[src/rtl/aes_adapt_pkg.sv]
// Shared state encoding and sizing constants for the AES stream adapter.
package aes_adapt_pkg;

  typedef enum logic [2:0] {
    ST_FILL   = 3'd0,
    ST_LAUNCH = 3'd1,
    ST_BUSY   = 3'd2,
    ST_DRAIN  = 3'd3,
    ST_ERR    = 3'd4
  } state_t;

  localparam int BLOCK_WORDS          = 4;
  localparam int WORD_W               = 32;
  localparam int DEFAULT_CORE_TIMEOUT = 1024;

endpackage

[src/rtl/aes_word_serdes.sv]
// 4-word deserialiser (input stream -> block) and serialiser (result -> output stream).
// Word 0 of either stream maps to block bits [127:96].
module aes_word_serdes
  import aes_adapt_pkg::*;
(
  input  logic         clk,
  input  logic         rst_n,
  input  logic         fill_en,
  input  logic         drain_en,
  input  logic         s_valid,
  output logic         s_ready,
  input  logic [31:0]  s_data,
  output logic         m_valid,
  input  logic         m_ready,
  output logic [31:0]  m_data,
  input  logic         cap_en,
  input  logic [127:0] cap_data,
  output logic [127:0] block,
  output logic [1:0]   wcnt,
  output logic         s_fire,
  output logic         fill_done,
  output logic         drain_done
);

  localparam logic [1:0] LAST_WORD = 2'(BLOCK_WORDS - 1);

  logic [127:0] out_blk;
  logic         m_fire;
  logic [6:0]   wsel;

  // Word n lives at bit offset 32*(3-n); ~wcnt is 3-wcnt for a 2-bit count.
  assign wsel       = {~wcnt, 5'd0};
  assign s_ready    = fill_en;
  assign m_valid    = drain_en;
  assign s_fire     = s_valid & fill_en;
  assign m_fire     = m_ready & drain_en;
  assign fill_done  = s_fire && (wcnt == LAST_WORD);
  assign drain_done = m_fire && (wcnt == LAST_WORD);
  assign m_data     = drain_en ? out_blk[wsel +: WORD_W] : '0;

  always_ff @(posedge clk or negedge rst_n) begin
    if (!rst_n) begin
      wcnt    <= '0;
      block   <= '0;
      out_blk <= '0;
    end else begin
      if (s_fire || m_fire) wcnt <= wcnt + 2'd1;
      if (s_fire)           block[wsel +: WORD_W] <= s_data;
      if (cap_en)           out_blk <= cap_data;
    end
  end

endmodule

[src/rtl/aes_stream_adapter.sv]
// Word-stream wrapper around the iterative AES-128 core; AES_ADAPT_CBC_EN adds CBC chaining.
// state  | meaning
// FILL   | collecting 4 input words
// LAUNCH | pulsing core_start once the core has dropped ready
// BUSY   | waiting for core_ready under watchdog
// DRAIN  | sending 4 result words
// ERR    | core hang, left only by reset
module aes_stream_adapter
  import aes_adapt_pkg::*;
#(
  parameter int CORE_TIMEOUT = DEFAULT_CORE_TIMEOUT,
  parameter int CNT_W        = 11
) (
  input  logic         clk,
  input  logic         rst_n,
  input  logic [127:0] key_in,
  input  logic         key_load,
  input  logic         enc_dec,
  input  logic         s_valid,
  output logic         s_ready,
  input  logic [31:0]  s_data,
  output logic         m_valid,
  input  logic         m_ready,
  output logic [31:0]  m_data,
  input  logic [127:0] iv_in,
  input  logic         iv_load,
  output logic         core_start,
  output logic         core_enc_dec,
  output logic [127:0] core_data_in,
  output logic [127:0] core_key_in,
  input  logic [127:0] core_data_out,
  input  logic         core_ready,
  output logic         busy,
  output logic         err_timeout
);

  // Watchdog is cleared in LAUNCH, so err lands exactly CORE_TIMEOUT cycles after core_start.
  localparam logic [CNT_W-1:0] WD_LAST = CNT_W'(CORE_TIMEOUT - 2);

  state_t             state, state_nxt;
  logic [CNT_W-1:0]   wd;
  logic [127:0]       key_q;
  logic               enc_q;
  logic               err_q;
  logic               fill_en, drain_en, first_slot, cap_en;
  logic               s_fire, fill_done, drain_done;
  logic [1:0]         wcnt;
  logic [127:0]       block, cap_data;

  assign fill_en    = (state == ST_FILL);
  assign drain_en   = (state == ST_DRAIN);
  assign first_slot = fill_en && (wcnt == 2'd0);
  assign cap_en     = (state == ST_BUSY) && core_ready;

  aes_word_serdes u_serdes (
    .clk        (clk),
    .rst_n      (rst_n),
    .fill_en    (fill_en),
    .drain_en   (drain_en),
    .s_valid    (s_valid),
    .s_ready    (s_ready),
    .s_data     (s_data),
    .m_valid    (m_valid),
    .m_ready    (m_ready),
    .m_data     (m_data),
    .cap_en     (cap_en),
    .cap_data   (cap_data),
    .block      (block),
    .wcnt       (wcnt),
    .s_fire     (s_fire),
    .fill_done  (fill_done),
    .drain_done (drain_done)
  );

  always_comb begin
    state_nxt  = state;
    core_start = 1'b0;
    unique case (state)
      ST_FILL:   if (fill_done) state_nxt = ST_LAUNCH;
      ST_LAUNCH: begin
        if (!core_ready) begin
          core_start = 1'b1;
          state_nxt  = ST_BUSY;
        end
      end
      ST_BUSY: begin
        if (core_ready)         state_nxt = ST_DRAIN;
        else if (wd == WD_LAST) state_nxt = ST_ERR;
      end
      ST_DRAIN:  if (drain_done) state_nxt = ST_FILL;
      default:   state_nxt = ST_ERR;
    endcase
  end

  always_ff @(posedge clk or negedge rst_n) begin
    if (!rst_n) begin
      state <= ST_FILL;
      wd    <= '0;
      key_q <= '0;
      enc_q <= 1'b1;
      err_q <= 1'b0;
    end else begin
      state <= state_nxt;
      if (state == ST_LAUNCH)    wd <= '0;
      else if (state == ST_BUSY) wd <= wd + 1'b1;
      if (first_slot && key_load) key_q <= key_in;
      if (first_slot && s_fire)   enc_q <= enc_dec;
      if ((state == ST_BUSY) && !core_ready && (wd == WD_LAST)) err_q <= 1'b1;
    end
  end

`ifdef AES_ADAPT_CBC_EN
  logic [127:0] chain_q;

  always_ff @(posedge clk or negedge rst_n) begin
    if (!rst_n)                    chain_q <= '0;
    else if (first_slot && iv_load) chain_q <= iv_in;
    else if (cap_en)               chain_q <= enc_q ? core_data_out : block;
  end

  assign core_data_in = enc_q ? (block ^ chain_q) : block;
  assign cap_data     = enc_q ? core_data_out : (core_data_out ^ chain_q);
`else
  logic unused_iv;
  assign unused_iv    = ^{iv_in, iv_load};
  assign core_data_in = block;
  assign cap_data     = core_data_out;
`endif

  assign core_enc_dec = enc_q;
  assign core_key_in  = key_q;
  assign busy         = !first_slot;
  assign err_timeout  = err_q;

endmodule

[config.mk]
export PLATFORM = sky130hd
export DESIGN_NAME = aes_stream_adapter
export DESIGN_NICKNAME = d
export VERILOG_FILES = /design/src/rtl/aes_adapt_pkg.sv /design/src/rtl/aes_word_serdes.sv /design/src/rtl/aes_stream_adapter.sv
export SDC_FILE = /design/constraint.sdc
export NUM_CORES = 1
export LEC_CHECK = 0
export ABC_AREA = 1
export CORE_AREA = 2 2 281 283
export DETAILED_ROUTE_END_ITERATION = 8
export DIE_AREA = 0 0 283 285
export SLEW_MARGIN = 0
export SYNTH_ARGS = -nofsm -noshare
export SYNTH_HDL_FRONTEND = slang
export SYNTH_SLANG_ARGS = --single-unit
[constraint.sdc]
create_clock -name clk -period 2.2 [get_ports clk]
set_input_delay 0.66 -clock clk [delete_from_list [all_inputs] [get_ports clk]]
set_output_delay 0.66 -clock clk [all_outputs]
set_load 0.05 [all_outputs]
==> metrics.log <==
INFO  metric run_status = complete, but fails checks
INFO  metric failed_checks = setup timing
INFO  metric count_of_nets_left_with_antenna_violations_after_detail_routing = 0
INFO  metric p_seq_share = 44.2%
INFO  metric finalSetupViolations = 54
INFO  metric average_wire_per_standard_cell = 18.12 um
INFO  metric total_number_of_vias = 16830
INFO  metric synth_fp_nets = 2609
INFO  metric ctsRootBufferMaster = sky130_fd_sc_hd__clkbuf_16
INFO  metric clk_pin_slew = 0.06 ns
INFO  metric critical_path_class = reg2out
INFO  metric p_total = 17170 uW
INFO  metric end_kind = output port
INFO  metric final_design_area_no_fill = 27510 sq um
INFO  metric internal_power = 12850 uW
INFO  metric worstPathCellList = inv_4, buf_12, o21ai_1, buf_4, a21oi_4, buf_12
INFO  metric synth-warning-count = 0
INFO  metric finish.net_count = 3209
INFO  metric power_switching_share = 25.18%
INFO  metric post-route-worst-setup-slack = -0.4828 ns
INFO  metric dpl-instance-area = 25550 sq um
INFO  metric num_rows = 103
INFO  metric grt_start_max_net_pins = 91
INFO  metric clock_tree_from_tritoncts = built
INFO  metric holdCritPathClass = reg2reg
INFO  metric share_of_cells_above_drive_strength_1 = 17.54%
INFO  metric remaining_drc_errors = 0
INFO  metric clock-sinks = 402
INFO  metric fin_cells = 3867
INFO  metric combPwrFrac = 10.3%
INFO  metric grt_use_total = 16.80%
INFO  metric viasPerCell = 4.353
INFO  metric worst_slew_margin_rel = 65.38%
INFO  metric max_capacitance_violation_count = 0
INFO  metric cp_max_fo = 16
INFO  metric initial_core_util = 22.70%
INFO  metric cts-buffers-inserted = 48
INFO  metric crit_buf_inv = 4
INFO  metric flow.area_growth_from_synthesis = 55.43%
INFO  metric cts_buffer_depth = 3
INFO  metric critical-path-top-delay-family = buffers and inverters
INFO  metric die_height = 285 um
INFO  metric tightestPinTransition = 0.5213 ns
INFO  metric overflow = 0
INFO  metric grt_pass1_wl = 105.2 mm
INFO  metric vias_in_the_first_global_route = 16710
INFO  metric finalCritPeriodShare = 121.9%
INFO  metric finalCriticalPeriod = 2.683 ns
INFO  metric critical-path-max-stage-delay = 0.54 ns
INFO  metric synth-seq-area-share = 56.84%
INFO  metric dr.pass1.iters = 5
INFO  metric die_x = 283 um
INFO  metric clock_skew = 0.01309 ns
INFO  metric rsz0062_at_grt = yes
INFO  metric final_hold_viol_count = 0
INFO  metric core_area = 77970 sq um
INFO  metric p_switching = 4322 uW
INFO  metric syn_inst = 2178
INFO  metric path_common_cell = sky130_fd_sc_hd__buf_12
INFO  metric setup.worst_path.start_class = flop
INFO  metric crit_path_top_delay_cell = sky130_fd_sc_hd__dfrtp_4
INFO  metric max_freq = 372.7 MHz
INFO  metric place.port_buffers = 588
INFO  metric area_of_the_die = 80660 sq um
INFO  metric grt_antenna_before_repair = 17
INFO  metric p_leak = 0.01354 uW
INFO  metric place.gp.congestion = 0.8546
INFO  metric totalWireLength = 70.07 mm
INFO  metric critical_path_required = 1.54 ns
INFO  metric clkPwrFrac = 45.5%
INFO  metric power_density = 624.1 nW/um^2
INFO  metric syn_avg_cell_area = 8.127 sq um
INFO  metric num_io_pins = 718
INFO  metric irDropWorstVdd = 0.0003735 V
INFO  metric synth_register_bits = 402
INFO  metric clock_insertion_delay_worst_skew = 0.57 ns
INFO  metric unique_cell_type_count_in_the_yosys_netlist = 25
INFO  metric dp_hpwl = 50.00 mm
INFO  metric initial_drt_markers = 1187
INFO  metric final_layout_worst_hold_slack = 0.4629 ns
INFO  metric placed_cells = 3756
INFO  metric dp_worst_setup_slack = 0.01083 ns
INFO  metric drv_slew = 0
INFO  metric htree_levels = 2
INFO  metric synth.cell_area = 17700 sq um
INFO  metric worst_ep_arrival_time = 2.02 ns
-- worst reg2reg max path: stages (launching register included) --
cell,delay [ns]
sky130_fd_sc_hd__dfrtp_4,0.54
sky130_fd_sc_hd__inv_4,0.16
sky130_fd_sc_hd__buf_8,0.19
sky130_fd_sc_hd__ha_2,0.22
sky130_fd_sc_hd__nand2_4,0.12
sky130_fd_sc_hd__buf_6,0.19
sky130_fd_sc_hd__nor2_4,0.21
sky130_fd_sc_hd__buf_12,0.18
sky130_fd_sc_hd__clkbuf_8,0.20
sky130_fd_sc_hd__buf_4,0.13
sky130_fd_sc_hd__nand2_1,0.05
sky130_fd_sc_hd__nand2_1,0.06
-- cells by family after synthesis --
| group | after synthesis | share of synthesized area, % |
|---|---|---|
| compound gates | 303 | 8.567 |
| buf+inv | 190 | 5.415 |
| simple gates | 1276 | 28.68 |
| flops | 402 | 56.84 |
| fa+ha+maj | 7 | 0.4948 |
-- cells in the mapped netlist --
cell                       number  area [sq um]
sky130_fd_sc_hd__nor2_1       212         795.8
sky130_fd_sc_hd__nor2_4         4         45.04
sky130_fd_sc_hd__buf_2         39         195.2
sky130_fd_sc_hd__nand2_2        3         18.77
sky130_fd_sc_hd__buf_8          2         30.03
sky130_fd_sc_hd__dfrtp_1      401         10030
sky130_fd_sc_hd__buf_6         15         168.9
sky130_fd_sc_hd__inv_2          6         22.52
sky130_fd_sc_hd__nor3_4         1         16.27
sky130_fd_sc_hd__o21ai_0      183         915.9
sky130_fd_sc_hd__clkbuf_1      77         289.0
sky130_fd_sc_hd__o21ai_1       84         420.4
sky130_fd_sc_hd__ha_1           7         87.58
sky130_fd_sc_hd__clkbuf_2       1         5.000
sky130_fd_sc_hd__clkinv_1       1         3.750
sky130_fd_sc_hd__inv_1         29         108.9
sky130_fd_sc_hd__a21oi_1       36         180.2
sky130_fd_sc_hd__nand2_4        2         22.52
sky130_fd_sc_hd__buf_4         16         120.1
sky130_fd_sc_hd__buf_1          4         15.01
sky130_fd_sc_hd__nand3_1      173         865.8
sky130_fd_sc_hd__nand4_1        2         12.51
sky130_fd_sc_hd__nand2_1      878          3296
sky130_fd_sc_hd__nor3_1         1         5.000
sky130_fd_sc_hd__dfstp_2        1         26.28
-- cell type report --
type	count	area [sq um]
Fill cell	8131	50460
Sequential cell	402	10070
Multi-Input combinational cell	1586	7272
Timing Repair Buffer	704	7184
Clock buffer	68	1348
Tap cell	1050	1314
Clock inverter	15	160.2
Inverter	36	151.4
Antenna cell	6	15.01
-- per-layer routing --
metal / track usage, % / vias to the layer above / routed length (um) / part of all wire, %
met5: 0 / - / 107 / 0.15
met4: 5.332 / 16 / 2119 / 3.0
met3: 5.472 / 126 / 5952 / 8.5
met2: 26.46 / 544 / 32080 / 46
met1: 21.82 / 7993 / 29810 / 43
li1: - / 8155 / - / -
-- power groups by stage --
stage | registers [uW] | logic, uW | clock network, uW
floorplan | 8140 | 228 | 0
global placement | 7710 | 1800 | 0
detailed placement | 7710 | 1800 | 0
CTS | 7580 | 1780 | 8050
global route | 7590 | 1880 | 8360
finish | 7580 | 1770 | 7820
-- registers in the layout, indices dropped and copies added, names as in the netlist --
register and flops:
core_key_in 128, u_serdes.block 128, u_serdes.out_blk 128, wd 11
state 3, u_serdes.wcnt 2, core_enc_dec 1, err_timeout 1
-- what timing repair did --
item / in CTS / in global routing
hold buffers: 1 / 0
resized for setup: 169 / 79
setup buffers: 7 / 9
hold endpoints to repair: 26 / 0
endpoints found under the setup margin: 134 / 180
gates cloned: 3 / 3
pin swaps: 12 / 14
-- placed cells by master, fill, tap and decap left out, types with 3 or more instances in the layout --
cell type and count:
sky130_fd_sc_hd__inv_2 3, sky130_fd_sc_hd__buf_12 69, sky130_fd_sc_hd__nand2_2 5, sky130_fd_sc_hd__ha_1 6, sky130_fd_sc_hd__clkdlybuf4s50_1 292, sky130_fd_sc_hd__inv_4 4, sky130_fd_sc_hd__o21ai_2 35, sky130_fd_sc_hd__a21oi_1 4
sky130_fd_sc_hd__buf_6 8, sky130_fd_sc_hd__a21oi_4 32, sky130_fd_sc_hd__nor2_4 9, sky130_fd_sc_hd__buf_4 224, sky130_fd_sc_hd__clkbuf_8 6, sky130_fd_sc_hd__clkbuf_1 14, sky130_fd_sc_hd__diode_2 6, sky130_fd_sc_hd__clkbuf_16 52
sky130_fd_sc_hd__nor2_2 12, sky130_fd_sc_hd__nand3_1 173, sky130_fd_sc_hd__dfrtp_1 398, sky130_fd_sc_hd__o21ai_1 110, sky130_fd_sc_hd__nor2_1 195, sky130_fd_sc_hd__nand2_4 3, sky130_fd_sc_hd__dlygate4sd2_1 99, sky130_fd_sc_hd__buf_16 3
sky130_fd_sc_hd__o21ai_0 122, sky130_fd_sc_hd__clkinv_2 10, sky130_fd_sc_hd__inv_1 26, sky130_fd_sc_hd__buf_8 4, sky130_fd_sc_hd__nand2_1 874, sky130_fd_sc_hd__bufinv_16 3
-- per-stage QoR --
stage	utilization, %	TNS (ns)
floorplan	-	-0.1446
global placement	32.77	0
detailed placement	32.77	0
CTS	34.91	-17.61
global route	35.27	-26.92
finish	35.29	-15.57
-- final timing paths --
| path | start | end | slack [ns] | cells after the start |
|---|---|---|---|---|
| setup / recovery | u_serdes.wcnt[0] | m_data[5] | -0.48 | 6 |
| hold / removal | err_timeout | err_timeout | 0.46 | 2 |
| setup reg to reg | u_serdes.wcnt[0] | core_key_in[1] | -0.11 | 11 |
| hold reg to reg | err_timeout | err_timeout | 0.46 | 2 |
| max in group asynchronous | rst_n | u_serdes.block[116] | 0.83 | 4 |
| min in group asynchronous | rst_n | core_key_in[29] | 0.56 | 2 |
Power figures use the tool's default switching activity.
